==> src/rtl/mem_stage_pkg.sv <==
// Shared types and constants for the memory-stage load/store unit.
//   lsu_state_e : access FSM states (idle / bus request / completion)
//   F3_*        : func3 encodings for access size and sign, and for BEQ/BNE
//   f3_size     : access size field carried in func3[1:0]
package mem_stage_pkg;

  typedef enum logic [1:0] {
    StIdle = 2'b00,
    StReq  = 2'b01,
    StDone = 2'b10
  } lsu_state_e;

  // Load/store size and sign encodings.
  localparam logic [2:0] F3_B  = 3'b000;
  localparam logic [2:0] F3_H  = 3'b001;
  localparam logic [2:0] F3_W  = 3'b010;
  localparam logic [2:0] F3_BU = 3'b100;
  localparam logic [2:0] F3_HU = 3'b101;

  // Branch sense encodings; only bit 0 distinguishes them.
  localparam logic [2:0] F3_BEQ = 3'b000;
  localparam logic [2:0] F3_BNE = 3'b001;

  function automatic logic [1:0] f3_size(input logic [2:0] func3);
    return func3[1:0];
  endfunction

endpackage

==> src/rtl/mem_stage_lsu_if.sv <==
// Data-memory req/ack bus between the LSU (master) and the memory (slave).
//   mem_req   : request, held until mem_ack
//   mem_we    : write strobe
//   mem_addr  : word-aligned address
//   mem_be    : byte enables
//   mem_wdata : lane-steered store data
//   mem_ack   : completes the access in the cycle it is seen with mem_req
//   mem_rdata : read word, valid with mem_ack
interface mem_stage_lsu_if;
  logic        mem_req;
  logic        mem_we;
  logic [31:0] mem_addr;
  logic [3:0]  mem_be;
  logic [31:0] mem_wdata;
  logic        mem_ack;
  logic [31:0] mem_rdata;

  modport master (
    output mem_req,
    output mem_we,
    output mem_addr,
    output mem_be,
    output mem_wdata,
    input  mem_ack,
    input  mem_rdata
  );

  modport slave (
    input  mem_req,
    input  mem_we,
    input  mem_addr,
    input  mem_be,
    input  mem_wdata,
    output mem_ack,
    output mem_rdata
  );
endinterface

==> src/rtl/lsu_align.sv <==
// Combinational alignment helper for the memory-stage LSU.
//   addr_i/func3_i/is_store_i/store_data_i : current access request
//   word_addr_o  : word-aligned bus address
//   be_o/wdata_o : byte enables and lane-steered store data
//   offset_o     : effective byte offset (after any forced alignment)
//   fault_o      : illegal func3, or misalignment when trapping is enabled
//   ld_offset_i/ld_func3_i/rdata_i : captured load info and read word
//   load_o       : extracted and extended load value
// Build option: LSU_MISALIGN_TRAP_EN makes misaligned accesses fault; without
// it they are force-aligned to their natural size.
module lsu_align
  import mem_stage_pkg::*;
(
  input  logic [31:0] addr_i,
  input  logic [2:0]  func3_i,
  input  logic        is_store_i,
  input  logic [31:0] store_data_i,
  output logic [31:0] word_addr_o,
  output logic [3:0]  be_o,
  output logic [31:0] wdata_o,
  output logic [1:0]  offset_o,
  output logic        fault_o,
  input  logic [1:0]  ld_offset_i,
  input  logic [2:0]  ld_func3_i,
  input  logic [31:0] rdata_i,
  output logic [31:0] load_o
);

  logic       illegal;
  logic [1:0] off;
  logic [7:0]  ld_byte;
  logic [15:0] ld_half;

`ifdef LSU_MISALIGN_TRAP_EN
  logic misaligned;
`endif

  always_comb begin
    illegal = is_store_i ? (func3_i >= 3'b011)
                         : (func3_i == 3'b011 || func3_i == 3'b110 || func3_i == 3'b111);
`ifdef LSU_MISALIGN_TRAP_EN
    misaligned = ((f3_size(func3_i) == 2'b01) && addr_i[0]) ||
                 ((f3_size(func3_i) == 2'b10) && (addr_i[1:0] != 2'b00));
    fault_o    = illegal | misaligned;
    off        = addr_i[1:0];
`else
    fault_o = illegal;
    // Clear the low address bits below the access size.
    case (f3_size(func3_i))
      2'b00:   off = addr_i[1:0];
      2'b01:   off = {addr_i[1], 1'b0};
      default: off = 2'b00;
    endcase
`endif
  end

  always_comb begin
    be_o    = 4'b1111;
    wdata_o = '0;
    if (is_store_i) begin
      case (f3_size(func3_i))
        2'b00: begin
          be_o    = 4'b0001 << off;
          wdata_o = {4{store_data_i[7:0]}};
        end
        2'b01: begin
          be_o    = 4'b0011 << off;
          wdata_o = {2{store_data_i[15:0]}};
        end
        default: begin
          be_o    = 4'b1111;
          wdata_o = store_data_i;
        end
      endcase
    end
  end

  assign word_addr_o = {addr_i[31:2], 2'b00};
  assign offset_o    = off;

  always_comb begin
    ld_byte = rdata_i[{ld_offset_i, 3'b000} +: 8];
    ld_half = rdata_i[{ld_offset_i[1], 4'b0000} +: 16];
    case (ld_func3_i)
      F3_B:    load_o = {{24{ld_byte[7]}}, ld_byte};
      F3_BU:   load_o = {24'b0, ld_byte};
      F3_H:    load_o = {{16{ld_half[15]}}, ld_half};
      F3_HU:   load_o = {16'b0, ld_half};
      default: load_o = rdata_i;
    endcase
  end

endmodule

==> src/rtl/mem_stage_lsu.sv <==
// Memory-stage load/store unit between the EX/MEM and MEM/WB registers.
//   clk, reset (async, active low)
//   zero_in/Branch_in/PC_in/func3_in : branch resolution -> pcsrc, branch_target
//   ALU_in/reg2_data_in/MemRead_in/MemWrite_in : access request from EX/MEM
//   bus          : req/ack data-memory bus (master side)
//   load_data    : aligned/extended load result, held until the next load
//   stall        : freezes upstream pipe registers while an access is pending
//   access_fault : one-cycle pulse for an illegal or misaligned access
// Build option: LSU_MISALIGN_TRAP_EN (see lsu_align).
module mem_stage_lsu
  import mem_stage_pkg::*;
#(
  parameter int unsigned XLEN = 32
) (
  input  logic            clk,
  input  logic            reset,
  input  logic            zero_in,
  input  logic            Branch_in,
  input  logic [XLEN-1:0] ALU_in,
  input  logic [XLEN-1:0] PC_in,
  input  logic [XLEN-1:0] reg2_data_in,
  input  logic [2:0]      func3_in,
  input  logic            MemRead_in,
  input  logic            MemWrite_in,
  mem_stage_lsu_if.master bus,
  output logic [XLEN-1:0] load_data,
  output logic            stall,
  output logic            access_fault,
  output logic            pcsrc,
  output logic [XLEN-1:0] branch_target
);

  lsu_state_e  state_q;
  logic        req_q;
  logic        we_q;
  logic [31:0] addr_q;
  logic [3:0]  be_q;
  logic [31:0] wdata_q;
  logic        fault_q;
  logic [31:0] load_data_q;
  logic        is_load_q;
  logic [1:0]  ld_off_q;
  logic [2:0]  ld_f3_q;

  logic        access;
  logic        is_store;
  logic [31:0] word_addr;
  logic [3:0]  be;
  logic [31:0] wdata;
  logic [1:0]  offset;
  logic        fault;
  logic [31:0] load_val;

  // Write wins when both request bits are set.
  assign access   = MemRead_in | MemWrite_in;
  assign is_store = MemWrite_in;

  lsu_align u_align (
    .addr_i       (ALU_in),
    .func3_i      (func3_in),
    .is_store_i   (is_store),
    .store_data_i (reg2_data_in),
    .word_addr_o  (word_addr),
    .be_o         (be),
    .wdata_o      (wdata),
    .offset_o     (offset),
    .fault_o      (fault),
    .ld_offset_i  (ld_off_q),
    .ld_func3_i   (ld_f3_q),
    .rdata_i      (bus.mem_rdata),
    .load_o       (load_val)
  );

  always_ff @(posedge clk or negedge reset) begin
    if (!reset) begin
      state_q     <= StIdle;
      req_q       <= 1'b0;
      we_q        <= 1'b0;
      addr_q      <= '0;
      be_q        <= '0;
      wdata_q     <= '0;
      fault_q     <= 1'b0;
      load_data_q <= '0;
      is_load_q   <= 1'b0;
      ld_off_q    <= '0;
      ld_f3_q     <= '0;
    end else begin
      case (state_q)
        StIdle: begin
          if (access) begin
            if (fault) begin
              // Faulting access never reaches the bus.
              state_q     <= StDone;
              fault_q     <= 1'b1;
              load_data_q <= '0;
            end else begin
              state_q   <= StReq;
              req_q     <= 1'b1;
              we_q      <= is_store;
              addr_q    <= word_addr;
              be_q      <= be;
              wdata_q   <= wdata;
              is_load_q <= ~is_store;
              ld_off_q  <= offset;
              ld_f3_q   <= func3_in;
            end
          end
        end
        StReq: begin
          if (bus.mem_ack) begin
            state_q <= StDone;
            req_q   <= 1'b0;
            we_q    <= 1'b0;
            addr_q  <= '0;
            be_q    <= '0;
            wdata_q <= '0;
            if (is_load_q) begin
              load_data_q <= load_val;
            end
          end
        end
        StDone: begin
          state_q <= StIdle;
          fault_q <= 1'b0;
        end
        default: begin
          state_q <= StIdle;
        end
      endcase
    end
  end

  assign bus.mem_req   = req_q;
  assign bus.mem_we    = we_q;
  assign bus.mem_addr  = addr_q;
  assign bus.mem_be    = be_q;
  assign bus.mem_wdata = wdata_q;

  // Also high in the idle detect cycle so the pipe never slips past an access.
  assign stall         = access && (state_q != StDone);
  assign access_fault  = fault_q;
  assign load_data     = load_data_q;

  // BEQ takes on zero, BNE on non-zero.
  assign pcsrc         = Branch_in & (zero_in ^ func3_in[0]);
  assign branch_target = PC_in;

endmodule

==> src/flat_wrapper.sv <==
// flat-port wrapper written by rule: the top's interface ports become plain ports
module mem_stage_lsu_flat import mem_stage_pkg::*;
#(
  parameter int unsigned XLEN = 32
)
  (clk, reset, zero_in, Branch_in, ALU_in, PC_in, reg2_data_in, func3_in, MemRead_in, MemWrite_in, load_data, stall, access_fault, pcsrc, branch_target, bus_mem_req, bus_mem_we, bus_mem_addr, bus_mem_be, bus_mem_wdata, bus_mem_ack, bus_mem_rdata);
  mem_stage_lsu_if bus_i ();
  input  logic clk;
  input  logic reset;
  input  logic zero_in;
  input  logic Branch_in;
  input  logic [XLEN-1:0] ALU_in;
  input  logic [XLEN-1:0] PC_in;
  input  logic [XLEN-1:0] reg2_data_in;
  input  logic [2:0] func3_in;
  input  logic MemRead_in;
  input  logic MemWrite_in;
  output logic [XLEN-1:0] load_data;
  output logic stall;
  output logic access_fault;
  output logic pcsrc;
  output logic [XLEN-1:0] branch_target;
  output wire logic [$bits(bus_i.mem_req)-1:0] bus_mem_req;
  output wire logic [$bits(bus_i.mem_we)-1:0] bus_mem_we;
  output wire logic [$bits(bus_i.mem_addr)-1:0] bus_mem_addr;
  output wire logic [$bits(bus_i.mem_be)-1:0] bus_mem_be;
  output wire logic [$bits(bus_i.mem_wdata)-1:0] bus_mem_wdata;
  input wire logic [$bits(bus_i.mem_ack)-1:0] bus_mem_ack;
  input wire logic [$bits(bus_i.mem_rdata)-1:0] bus_mem_rdata;
  assign bus_mem_req = bus_i.mem_req;
  assign bus_mem_we = bus_i.mem_we;
  assign bus_mem_addr = bus_i.mem_addr;
  assign bus_mem_be = bus_i.mem_be;
  assign bus_mem_wdata = bus_i.mem_wdata;
  assign bus_i.mem_ack = bus_mem_ack;
  assign bus_i.mem_rdata = bus_mem_rdata;
  mem_stage_lsu #(.XLEN(XLEN)) u_core (.clk(clk), .reset(reset), .zero_in(zero_in), .Branch_in(Branch_in), .ALU_in(ALU_in), .PC_in(PC_in), .reg2_data_in(reg2_data_in), .func3_in(func3_in), .MemRead_in(MemRead_in), .MemWrite_in(MemWrite_in), .bus(bus_i), .load_data(load_data), .stall(stall), .access_fault(access_fault), .pcsrc(pcsrc), .branch_target(branch_target));
endmodule
==> config.mk <==
export PLATFORM = sky130hd
export DESIGN_NAME = mem_stage_lsu_flat
export DESIGN_NICKNAME = d
export VERILOG_FILES = /design/src/rtl/mem_stage_pkg.sv /design/src/rtl/mem_stage_lsu_if.sv /design/src/rtl/lsu_align.sv /design/src/rtl/mem_stage_lsu.sv /design/src/flat_wrapper.sv
export SDC_FILE = /design/constraint.sdc
export NUM_CORES = 1
export LEC_CHECK = 0
export CAP_MARGIN = 20
export CORE_MARGIN = 2
export CORE_UTILIZATION = 45
export DETAILED_ROUTE_END_ITERATION = 12
export GPL_ROUTABILITY_DRIVEN = 0
export GPL_TIMING_DRIVEN = 0
export PLACE_DENSITY = 0.87
export SLEW_MARGIN = 20
export SYNTH_ARGS = -nofsm -noshare
export SYNTH_HDL_FRONTEND = slang
export SYNTH_SLANG_ARGS = --single-unit
==> constraint.sdc <==
create_clock -name clk -period 2.8 [get_ports clk]
set_clock_uncertainty 0.15 [all_clocks]
set_input_delay 0.56 -clock clk [delete_from_list [all_inputs] [get_ports clk]]
set_output_delay 0.56 -clock clk [all_outputs]
set_load 0.005 [all_outputs]
==> summary.txt, run 1 <==
Placement
  – Inst Count DP: 1,019
  – PortBufs: 238
  – Placement Setup Slack: 0.0799 ns
  – DPL Wire Length: 13,800 um

Floorplan
  – Area of the core: 12,500 um2
  – FP Rows: 41
  – Total die area: 13,700 um2
  – Top-Level Pins: 275
  – Starting Density: 45.9%
  – Die Wd: 117 um
  – Die height: 117 um

Synth
  – Most common cell in the netlist: dfrtp_1
  – Mean Syn Cell Area: 9.46 um2
  – Main combinational cell family by area after synthesis: compound AO/OA/AOI/OAI gates
  – Post-synthesis cell type count: 47
  – Synthesized area: 5740 um2
  – Asr flop ratio synth: 100%
  – Synth area leaders: dfrtp_1, nand3_1, buf_4
  – Register bit total from synthesis: 109
  – Yosys top cell area share: 47.5%
  – Post-Synth Adder-Cell Area: 0%
  – Main synth FF type: dfrtp_1
  – Yosys warns: 0
  – Synth Area in Compound Gates: 17.9%
  – Mux contribution to synthesized area: 7.46%
  – Post-Synth XOR/XNOR Area: 0.153%
  – Post-synth EDFFs: 0
  – Synth area leader: dfrtp_1
  – Sequential cell area fraction in the yosys report: 47.5%
  – Post-synth top cells: dfrtp_1, nand3_1, nand2_1
  – Post-Syn Instances: 607
  – Synth Area in Simple Gates: 17.7%

Global route
  – Antenna violations before repair: 0
  – Vias in the first global route: 5,473
  – Overall Global Routing Usage: 27.1%
  – First-pass GRT wire length: 28,300 um
  – Grt ovf: 0
  – Pin count of the biggest net entering global routing: 78

Layout
  – Area growth syn-to-layout: 51.4%
  – # diodes: 0
  – Fillers: 1,014
  – Nets: 997
  – Post-route insts no fill: 1,036
  – FF/Latch Area: 2730 um2
  – Multi-input logic area: 2480 um2
  – Layout cell share with drive strength beyond 1: 11.7%

Worst setup path
  – WP data arrival: 1.94 ns
  – Crit path capture type: primary output
  – CP required: 2.09 ns
  – CP Cell Sequence: clkbuf_1 -> clkbuf_4 -> xor2_1 -> and2_1 -> clkdlybuf4s50_1
  – Max incr delay on CP: 0.49 ns
  – Crit path launch type: input pin
  – Crit path max-delay cell type: clkdlybuf4s50_1
  – WP buf/inv: 3
  – Critical path type: in -> out
  – Crit-path leading delay family: buffers and inverters
  – Crit path max fanout: 10

Run status
  – Status: finished, final reports clean

Timing
  – Highest achievable clock rate: 377 MHz
  – Worst hold margin: 0.329 ns
  – Worst setup margin: 0.145 ns
  – Worst Tran Pin Value: 0.605 ns
  – Max-Slew Margin vs Limit: 59.6%
  – RSZ-0062 raised after global routing: false
  – Final hold vios: 0
  – Final min period: 2.65 ns
  – Setup violators final: 0
  – Period utilization: 94.8%
  – Slew Limit Fails: 0

Detailed routing
  – Router iterations before antenna repair: 5
  – Vias: 5,587
  – Post-route DRC: 0
  – Post-route ant nets: 0
  – Avg WL per Cell: 17.7 um
  – Via density: 5.39
  – DRT iter0 DRCs: 426
  – Routed wire length: 18,400 um

Power and ir drop
  – Power share of the clock group: 19.2%
  – Peak supply drop: 0.440 mV
  – Power Density: 811 nW/um2
  – Switching pwr: 0.00240 W
  – P_int: 0.00465 W
  – Logic pwr share: 45.3%
  – Switch share: 34.1%
  – Lkg Pwr: 3.83 nW
  – Seq pwr share: 35.5%

Clock network
  – CTS tree: yes
  – Clock Tree Buf Depth: 2
  – Later-pin clock latency in the skew report: 0.36 ns
  – CTS Root Cell: clkbuf_16
  – CTS Buf Count: 9
  – H-tree depth: 3
  – Reg clk slew, reported paths: 0.06 ns
  – TritonCTS Sinks: 109
  – Setup Fix Bufs, Post-CTS: 0

Flow run
  – Max-Cap Viols: 0

Min path
  – Worst Hold Class: reg -> reg
-- worst min-delay path: stages (launching register included) --
cell and delay [ns]:
dfrtp_1 0.34, nand2_1 0.05, o31ai_1 0.06
-- timing repair --
item / in CTS / in global routing
hold endpoints to repair: 32 / 0
setup endpoints to repair: 0 / 1
resized for setup: 0 / 1
hold buffers: 1 / 0
-- stage by stage --
stage / utilization, % / total power (W) / instance area, um2 / setup TNS, ns
2_1_floorplan: - / 0.00390 / 5740 / 0
3_3_place_gp: 66.6 / 0.00563 / 8340 / -349.71
3_5_place_dp: 66.9 / 0.00571 / 8370 / 0
4_1_cts: 69.4 / 0.00708 / 8690 / 0
5_1_grt: 69.4 / 0.00748 / 8690 / 0
6_report: 69.4 / 0.00705 / 8690 / 0
-- layout make-up --
cell class                 instances  share of cell area, %
buffer                            85                   6.00
clock buffer                      12                   2.95
clock inverter                     4                  0.619
inverter                           3                  0.130
multi-input combinational        411                   28.6
sequential                       109                   31.4
tap                              172                   2.48
timing repair buffer             240                   27.9
-- cells by family after synthesis --
family / count (synthesis)
and+or+nand+nor: 218
AOI/OAI and AO/OA: 152
DFF: 109
buffers and inverters: 88
muxes: 38
xor gates and xnor gates: 1
other: 1
-- final timing paths --
| check | from | end | slack [ns] | depth (start not counted) |
|---|---|---|---|---|
| max | func3_in[0] | pcsrc | 0.15 | 5 |
| min | u_core.load_data[5] | u_core.load_data[5] | 0.33 | 2 |
| max reg2reg | u_core.ld_off_q[1] | u_core.load_data[5] | 0.79 | 5 |
| min reg2reg | u_core.load_data[5] | u_core.load_data[5] | 0.33 | 2 |
| max in group asynchronous | reset | u_core.bus.mem_addr[23] | 1.30 | 3 |
| min in group asynchronous | reset | u_core.load_data[20] | 0.51 | 2 |
-- state kept, by name, summed over array words and instances, names as in the netlist, 2 cells and up --
name,flops
u_core.bus.mem_wdata,32
u_core.load_data,32
u_core.bus.mem_addr,30
u_core.bus.mem_be,4
u_core.ld_f3_q,3
u_core.ld_off_q,2
u_core.state_q,2
-- layout by cell type (no fill, tap or decap), drive strengths merged, types with 2 or more instances in the layout --
| cell type | netlist | routed |
|---|---|---|
| clkdlybuf4s50 | 0 | 237 |
| dfrtp | 109 | 109 |
| nand3 | 90 | 90 |
| nand2 | 79 | 79 |
| buf | 64 | 65 |
| o21ai | 53 | 53 |
| a21oi | 41 | 41 |
| clkbuf | 21 | 34 |
| mux2i | 27 | 27 |
| o31ai | 23 | 23 |
| nor2 | 21 | 21 |
| a21o | 12 | 12 |
| nand2b | 11 | 11 |
| o2bb2ai | 8 | 8 |
| mux2 | 8 | 8 |
| nor3b | 6 | 6 |
| o311ai | 5 | 5 |
| nor3 | 3 | 3 |
| mux4 | 3 | 3 |
| inv | 2 | 3 |
| nor2b | 3 | 3 |
| and2 | 2 | 2 |
| o22ai | 2 | 2 |
| conb | 1 | 2 |
| clkinvlp | 0 | 2 |
| a2111oi | 2 | 2 |
-- layer usage --
layer	wire length, um	vias up	track usage [%]
met1	7060	2655	32.4
met3	1770	47	7.57
met5	0	-	0
li1	-	2605	-
met2	8920	280	45.6
met4	618	0	12.3
-- power groups by stage --
stage	combinational, W	clock, W	sequential [W]
2_1_floorplan	0.00137	0	0.00253
3_3_place_gp	0.00313	0	0.00250
3_5_place_dp	0.00319	0	0.00252
4_1_cts	0.00321	0.00137	0.00250
5_1_grt	0.00347	0.00143	0.00257
6_report	0.00319	0.00135	0.00250
(Power assumes the default switching activity.)
==> run 2, diff against run 1 <==
--- a/config.mk
+++ b/config.mk
@@ -5,13 +5,15 @@
 export SDC_FILE = /design/constraint.sdc
 export NUM_CORES = 1
 export LEC_CHECK = 0
+export ABC_AREA = 1
 export CAP_MARGIN = 20
 export CORE_MARGIN = 2
-export CORE_UTILIZATION = 45
+export CORE_UTILIZATION = 41
 export DETAILED_ROUTE_END_ITERATION = 12
 export GPL_ROUTABILITY_DRIVEN = 0
 export GPL_TIMING_DRIVEN = 0
-export PLACE_DENSITY = 0.87
+export PLACE_DENSITY = 0.82
+export SKIP_CTS_REPAIR_TIMING = 1
 export SLEW_MARGIN = 20
 export SYNTH_ARGS = -nofsm -noshare
 export SYNTH_HDL_FRONTEND = slang
==> constraint.sdc (replaced) <==
create_clock -name clk -period 2.85 [get_ports clk]
set_clock_uncertainty 0.15 [all_clocks]
set_input_delay 0.57 -clock clk [delete_from_list [all_inputs] [get_ports clk]]
set_output_delay 0.57 -clock clk [all_outputs]
set_load 0.005 [all_outputs]
==> run 2 against run 1 <==
Largest cell class unchanged. Setup slack got worse by 0.038 ns. Core utilization fell by 5.2 points. Synthesized cell count rose by 20%. Combinational power grew 22%. Cell count rose by 12%.
==> summary.txt, run 2 <==
Floorplan
  – Starting Density: 41.8% (-4.0 points)
  – Total die area: 14,400 um2 (+5.3%)
  – FP Rows: 42 (+2.4%)
  – Die Wd: 120 um (+2.6%)
  – Area of the core: 13,200 um2 (+5.4%)
  – Top-Level Pins: 275 (unchanged)
  – Die height: 120 um (+2.6%)

Synth
  – Yosys top cell area share: 49.5% (+1.9 points)
  – Asr flop ratio synth: 100% (unchanged)
  – Most common cell in the netlist: nand2_1
  – Synth area leaders: dfrtp_1, nand2_1, o21ai_0
  – Mean Syn Cell Area: 7.58 um2 (-20%)
  – Synthesized area: 5510 um2 (-3.9%)
  – Post-synthesis cell type count: 28 (-40%)
  – Synth area leader: dfrtp_1
  – Post-synth top cells: nand2_1, dfrtp_1, o21ai_0
  – Post-Syn Instances: 727 (+20%)
  – Post-synth EDFFs: 0 (unchanged)
  – Register bit total from synthesis: 109 (unchanged)
  – Yosys warns: 0 (unchanged)
  – Main synth FF type: dfrtp_1
  – Sequential cell area fraction in the yosys report: 49.5% (+1.9 points)

Worst setup path
  – Critical path type: in -> out
  – Crit path capture type: primary output
  – Max incr delay on CP: 0.53 ns (+0.04 ns)
  – Setup slack on the worst flop-to-flop path: 0.91 ns (+0.12 ns)
  – R2R cell count: 5 (unchanged)
  – Worst r2r src: u_core.ld_f3_q[1]
  – Crit path max-delay cell type: clkdlybuf4s50_1
  – Crit path launch type: input pin
  – Reg-to-reg critical path endpoint: u_core.load_data[12]
  – CP Cell Sequence: clkdlybuf4s50_1 -> nor2_1 -> a21oi_1 -> clkdlybuf4s50_1
  – WP data arrival: 2.02 ns (+0.08 ns)
  – CP dominant cell by count: clkdlybuf4s50_1
  – CP required: 2.13 ns (+0.04 ns)
  – Crit path max fanout: 5 (-5)

Detailed routing
  – Via density: 4.96 (-8.0%)
  – Avg WL per Cell: 15.1 um (-15%)
  – DRT iter0 DRCs: 436 (+2.3%)
  – Routed wire length: 17,500 um (-4.8%)
  – Post-route ant nets: 0 (unchanged)
  – Post-route DRC: 0 (unchanged)
  – Router iterations before antenna repair: 7 (+2)
  – Vias: 5,757 (+3.0%)

Min path
  – Worst Hold Class: in -> async

Clock network
  – CTS Buf Count: 9 (unchanged)
  – TritonCTS Sinks: 109 (unchanged)
  – Reg clk slew, reported paths: 0.07 ns (about the same)
  – CTS Root Cell: clkbuf_16
  – Clock Tree Buf Depth: 2 (unchanged)
  – Later-pin clock latency in the skew report: 0.35 ns (about the same)
  – CTS tree: yes
  – H-tree depth: 3 (unchanged)

Global route
  – Antenna violations before repair: 0 (unchanged)
  – GR met3 Demand/Resource: 8.84% (+1.3 points)
  – Grt ovf: 0 (unchanged)
  – Vias in the first global route: 5,419 (-0.99%)
  – Grt met1 use: 29.7% (-2.7 points)
  – Pin count of the biggest net entering global routing: 69 (-12%)
  – Met2 usage: 38.8% (-6.7 points)
  – Overall Global Routing Usage: 24.4% (-2.7 points)
  – Global route hottest layer: met2
  – First-pass GRT wire length: 27,400 um (-3.1%)

Layout
  – Finished Core Util: 64.3% (-5.2 points)
  – Most frequent cells in the layout: nand2_1, clkdlybuf4s50_1, dfrtp_1, o21ai_0, nor2_1
  – Area growth syn-to-layout: 53.7%
  – # diodes: 0 (unchanged)
  – Most common cell after layout, fill and taps aside: nand2_1
  – Nets: 1,117 (+12%)
  – Layout cell share with drive strength beyond 1: 9.65% (-2.0 points)

Timing
  – Highest achievable clock rate: 365 MHz
  – Period utilization: 96.2%
  – Worst Tran Pin Value: 0.647 ns (+0.0420 ns)
  – Final hold vios: 0 (unchanged)
  – RSZ-0062 raised after global routing: false
  – Final min period: 2.74 ns
  – Slew Limit Fails: 0 (unchanged)
  – Worst hold margin: 0.0562 ns (-0.272 ns)
  – Setup violators final: 0 (unchanged)
  – Max-Slew Margin vs Limit: 56.8% (-2.8 points)

Power and ir drop
  – Logic pwr share: 49.2% (+3.9 points)
  – Power share of the clock group: 17.5% (-1.7 points)
  – Peak supply drop: 0.509 mV (+16%)
  – Switching pwr: 0.00295 W (+23%)
  – Power Total: 0.00792 W (+12%)
  – Switch share: 37.3% (+3.2 points)
  – P_int: 0.00497 W (+6.9%)
  – Seq pwr share: 33.4% (-2.1 points)
  – Power Density: 934 nW/um2 (+15%)
  – Lkg Pwr: 4.15 nW (+8.4%)

Placement
  – DPL Wire Length: 13,300 um (-3.8%)
  – PortBufs: 239 (+0.42%)

Run status
  – Status: finished, final reports clean

Flow run
  – Max-Cap Viols: 0 (unchanged)
run 2: worst max path at each step:
stage,from,to,slack (ns)
after global routing,MemWrite_in,stall,0.02
after global placement,reset,u_core.bus.mem_wdata[0],-3.14
after floorplan,func3_in[0],u_core.bus.mem_wdata[29],1.10
after CTS,MemWrite_in,stall,0.08
final,MemWrite_in,stall,0.11
after detailed placement,MemWrite_in,stall,0.08
run 2: logic make-up (layout without fill, tap and decap cells):
group	after synthesis	after routing	synth area share [%]
simple gates	396	396	28.6
compound gates	111	111	10.8
buf+inv	110	366	11.1
flops	109	109	49.5
other cells	1	2	0.0680
run 2: per-layer routing:
metal	vias to the layer above	wire length, um
li1	2759	-
met1	2648	6800
met2	306	8200
met3	44	1960
met4	0	530
met5	-	0
run 2: area by class of cell:
class	count	area, um2
sequential	109	2730
timing repair buffer	240	2410
fill	1128	4710
inverter	41	154
buffer	69	455
tap	176	220
clock buffer	11	243
clock inverter	5	82.6
multi-input combinational	509	2180
run 2: power by group through the flow:
| stage | clock network, W | logic (W) | registers, W |
|---|---|---|---|
| 2_1_floorplan | 0 | 0.00181 | 0.00264 |
| 3_3_place_gp | 0 | 0.00383 | 0.00264 |
| 6_report | 0.00138 | 0.00389 | 0.00264 |
| 4_1_cts | 0.00140 | 0.00391 | 0.00264 |
| 5_1_grt | 0.00147 | 0.00433 | 0.00272 |
| 3_5_place_dp | 0 | 0.00389 | 0.00264 |
run 2: critical path, delay by kind of cell:
family / cells / cell delay, ns
AO/OA/AOI/OAI: 1 / 0.07
buffers and inverters: 2 / 1.02
AND/OR/NAND/NOR: 1 / 0.36
run 2: per-stage QoR:
step	setup TNS, ns	cells	cell area, um2	worst slack [ns]
after floorplan	0	728	5520	1.10
after global placement	-341.29	1143	8130	-3.14
after detailed placement	0	1144	8150	0.0829
after CTS	0	1160	8480	0.0822
after global routing	0	1160	8480	0.0216
final	0	1160	8480	0.107
